**config.mk**
```make
export PLATFORM = sky130hd
export DESIGN_NAME = shifter_32
export DESIGN_NICKNAME = d
export VERILOG_FILES = /design/src/rtl/shifter_32_pkg.sv /design/src/rtl/shifter_32_core.sv /design/src/rtl/shifter_32.sv
export SDC_FILE = /design/constraint.sdc
export NUM_CORES = 1
export LEC_CHECK = 0
export BUFFER_PORTS_ARGS = -buffer_cell sky130_fd_sc_hd__buf_2
export CORE_AREA = 2 2 102 104
export CTS_BUF_LIST = sky130_fd_sc_hd__clkbuf_16
export DETAILED_ROUTE_END_ITERATION = 7
export DIE_AREA = 0 0 104 106
export MAX_ROUTING_LAYER = met4
export SYNTH_ARGS = -nofsm -noshare
export SYNTH_HDL_FRONTEND = slang
export SYNTH_SLANG_ARGS = --single-unit
```
**constraint.sdc**
```tcl
create_clock -name clk -period 2.7 [get_ports clk]
set_input_delay 0.54 -clock clk [delete_from_list [all_inputs] [get_ports clk]]
set_output_delay 0.54 -clock clk [all_outputs]
set_load 0.01 [all_outputs]
```
**src/rtl/shifter_32_pkg.sv**
```systemverilog
// Shared constants for the 32-bit barrel shifter: data/shift widths and direction encoding.
package shifter_32_pkg;

  localparam int WIDTH = 32;
  localparam int SA_W  = $clog2(WIDTH);

  localparam logic DIR_LEFT  = 1'b0;
  localparam logic DIR_RIGHT = 1'b1;

endpackage

```
**src/rtl/shifter_32_core.sv**
```systemverilog
// Combinational log2 barrel shifter: one right-shifting datapath, left shifts via bit reversal.
// No state and no flow control; the result is valid whenever the inputs are.
module shifter_32_core
  import shifter_32_pkg::*;
(
  input  logic [WIDTH-1:0] X,
  input  logic [SA_W-1:0]  Sa,
  input  logic             Arith,
  input  logic             Right,
  output logic [WIDTH-1:0] Y
);

  function automatic logic [WIDTH-1:0] bit_rev(input logic [WIDTH-1:0] v);
    logic [WIDTH-1:0] r;
    r = '0;
    for (int i = 0; i < WIDTH; i++) r[i] = v[WIDTH-1-i];
    return r;
  endfunction

  logic             fill;
  logic [WIDTH-1:0] stage;
  logic [WIDTH-1:0] fill_mask;

  // Left shifts never sign-fill, so fill collapses to 0 for them.
  assign fill = Arith & (Right == DIR_RIGHT) & X[WIDTH-1];

  always_comb begin
    stage     = (Right == DIR_RIGHT) ? X : bit_rev(X);
    fill_mask = '0;
    // Stages run from the largest amount (WIDTH/2) down to 1, each selected by one Sa bit.
    for (int i = SA_W - 1; i >= 0; i--) begin
      fill_mask = fill ? ~({WIDTH{1'b1}} >> (1 << i)) : '0;
      if (Sa[i]) stage = (stage >> (1 << i)) | fill_mask;
    end
    Y = (Right == DIR_RIGHT) ? stage : bit_rev(stage);
  end

endmodule

```
**src/rtl/shifter_32.sv**
```systemverilog
// Registered 32-bit barrel shifter: 1-cycle latency, one op per cycle, no backpressure.
// Sh holds its last value when idle; out_valid marks cycles carrying a fresh result.
module shifter_32
  import shifter_32_pkg::*;
(
  input  logic             clk,
  input  logic             rst,
  input  logic [WIDTH-1:0] X,
  input  logic [SA_W-1:0]  Sa,
  input  logic             Arith,
  input  logic             Right,
  input  logic             in_valid,
  output logic [WIDTH-1:0] Sh,
  output logic             out_valid
);

  logic [WIDTH-1:0] y;

  shifter_32_core u_core (
    .X     (X),
    .Sa    (Sa),
    .Arith (Arith),
    .Right (Right),
    .Y     (y)
  );

  always_ff @(posedge clk) begin
    if (rst) begin
      Sh        <= '0;
      out_valid <= 1'b0;
    end else begin
      out_valid <= in_valid;
      if (in_valid) Sh <= y;
    end
  end

endmodule

```
==> metrics.csv <==
stage;metric;value;unit
die;core_area;10000;um2
final_layout;final_cell_mix;buf_4 (105), buf_2 (73), nand2_1 (62), nor2_1 (56), mux4_2 (38);
pwr;p_leak;2.41;nW
critical_path;rrSetupSlack;1790;ps
place;portBuffers;74;
synthesis;seq_area_frac_synth;0.153;
die;dieArea;11000;um2
global_route;grt_pass1_vias;4685;
synthesis;synth-seq-cells;33;
place;post_dp_cell_area;5490;um2
synthesis;ys_dominant_reg_cell;dfxtp_1;
clock_tree;cts_tree;done;
drt;drtIter0Drc;378;
critical_path;cp-start-kind;input port;
die;placementRows;37;
drt;wl;17200;um
critical_path;crit_arrival;2750;ps
die;dieWidth;104;um
drt;drc;0;
sta;hold_slack;454;ps
hold_path;holdCritPathClass;flop to flop;
sta;setup_violations;0;
sta;slew_violations;0;
global_route;met1_usage;0.413;
drt;routed_via_density;6.19;
synthesis;synthTopCellsByArea;mux4_2 (20%), dfxtp_1 (15%), mux2_2 (7.8%);
critical_path;path_cells;buf_6, buf_4, mux4_2, mux2_2, mux2i_1, mux2i_1, a21oi_1, buf_4, o21ai_0;
synthesis;synth_top_area_share;0.198;
global_route;grt_pass1_wl;26700;um
place;dp_cells;790;
final_layout;fillers;993;
critical_path;slowest_delay;510;ps
clock_tree;htreeDepth;2;
pwr;power_density;381;nW/um2
final_layout;stdcell_count;798;
synthesis;syn_nets;562;
sta;clock_skew;0;ps
clock_tree;clock_sinks;33;
clock_tree;cts-buffers-inserted;5;
synthesis;syn_area;4330;um2
critical_path;criticalPathCategory;input port to flop;
place;gp_congestion;1.04;
sta;period_share;0.961;
synthesis;synth_edf_count;0;
place;dp_slack;-356;ps
global_route;gr-usage-met3;0.0208;
sta;hold_viol;0;
die;die_y;106;um
synthesis;synth_warnings;0;
sta;setup_tns;0;ps
synthesis;syn_avg_cell_area;8.33;um2
final_layout;final_area;5650;um2
global_route;use_met2;0.513;
pwr;max-vdd-ir-drop;0.269;mV
global_route;top_usage_layer;met2;
drt;ant_nets;0;
synthesis;yosysTopAreaCell;mux4_2;
flow_run;max_cap_violations;0;
sta;rsz0062_at_grt;false;
critical_path;cp.required;2850;ps
sta;finalCriticalPeriod;2590;ps
die;ioPinCount;75;
clock_tree;cts.reportedPaths.clkPinSlew;60;ps
pwr;p_total;2.15;mW
critical_path;crit_family;multiplexers;
global_route;grt_max_degree;29;
final_layout;nets;703;
critical_path;cp-end-kind;flop;
run_status;outcome;finished clean;
final_layout;syn_to_final_growth;30.5;%
critical_path;cp_slowest_cell;mux4_2;
critical_path;critPathBufInv;3;
sta;tightestPinTransition;973;ps
synthesis;synth_cell_types;62;
drt;vias;4942;
drt;first_pass_iters;5;
critical_path;critPathMaxFanout;28;
final_layout;final_util;0.565;
sta;relSlewSlack;0.349;
global_route;gr-total-overflow;0;
drt;wire_per_inst;21.5;um
sta;max_freq;385;MHz
clock_tree;clockBufferDepth;2;
place;dpl.hpwl;13800;um
die;start_util;0.433;
final_layout;final_common_cell;buf_4;
global_route;antenna_found_initial;0;
final_layout;drive_above_1_share;0.408;
global_route;track_usage;0.317;
sta;setup_slack;105;ps
synthesis;netlist_instances;520;
synthesis;ys_async_sr_fraction;0;
clock_tree;cts-root-buf;clkbuf_16;
final_layout;antenna-diode-count;0;
clock_tree;clock_latency;280;ps
==> repair_timing <==
| action | in CTS | in global routing |
|---|---|---|
| endpoints found under the setup margin | 4 | 5 |
| setup buffers | 0 | 0 |
| gates resized for setup | 2 | 4 |
| hold buffers | 0 | 0 |
==> worst paths after layout <==
path	start	end	cells past startpoint
worst max-delay path	Right	Sh[2]	9
worst min-delay path	Sh[8]	Sh[8]	2
worst max register to register	Sh[0]	Sh[0]	3
worst min register to register	Sh[8]	Sh[8]	2
==> tightest hold or removal path: cells and delay by family, from the launching register on <==
kind	cells	cell delay, ps
simple gates	1	50
compound gates	1	50
flops	1	320
==> cells by family after synthesis <==
group / count (synthesis) / share of synthesized area
compound gates: 152 / 0.245
buf+inv: 58 / 0.0676
flops: 33 / 0.153
mux: 100 / 0.350
simple gates: 177 / 0.185
==> layer usage <==
metal / vias up / share of wire
li1: 2302 / -
met1: 2379 / 0.43
met2: 217 / 0.47
met3: 44 / 0.049
met4: 0 / 0.046
met5: - / 0
==> sequential cells by signal (all words and copies together), names as in the netlist <==
| signal | count |
|---|---|
| Sh | 32 |
| out_valid | 1 |
==> synthesized netlist by cell type (all sizes together) (3+ instances only) <==
cell and n:
a21oi 20, or2 5, mux4 38, clkinv 3, o211a 3, a311o 3, nand2b 13, mux2 31
dfxtp 33, a31oi 5, o211ai 7, o32ai 6, o221ai 7, o21ai 36, nand3 10, a22oi 8
mux2i 31, nor2b 3, a211oi 12, nor3 9, nand2 62, nand4 6, nor2 56, clkbuf 31
o22ai 13, a32oi 3, inv 5, o31a 5, a22o 4, buf 19, and2 4, o32a 3
==> area by class of cell <==
type / count / area, um2 / area share
Inverter: 8 / 30.0 / 0.00532
Clock inverter: 3 / 17.5 / 0.00310
Clock buffer: 5 / 125 / 0.0221
Sequential cell: 33 / 661 / 0.117
Timing Repair Buffer: 184 / 1260 / 0.222
Multi-Input combinational cell: 429 / 3390 / 0.600
Tap cell: 136 / 170 / 0.0301
==> report_power, final <==
part,total (mW),switching (mW),internal (mW)
combinational,1.04,0.554,0.489
clock,0.560,0.222,0.338
sequential,0.550,0.0213,0.529
Power figures use the tool's default switching activity.
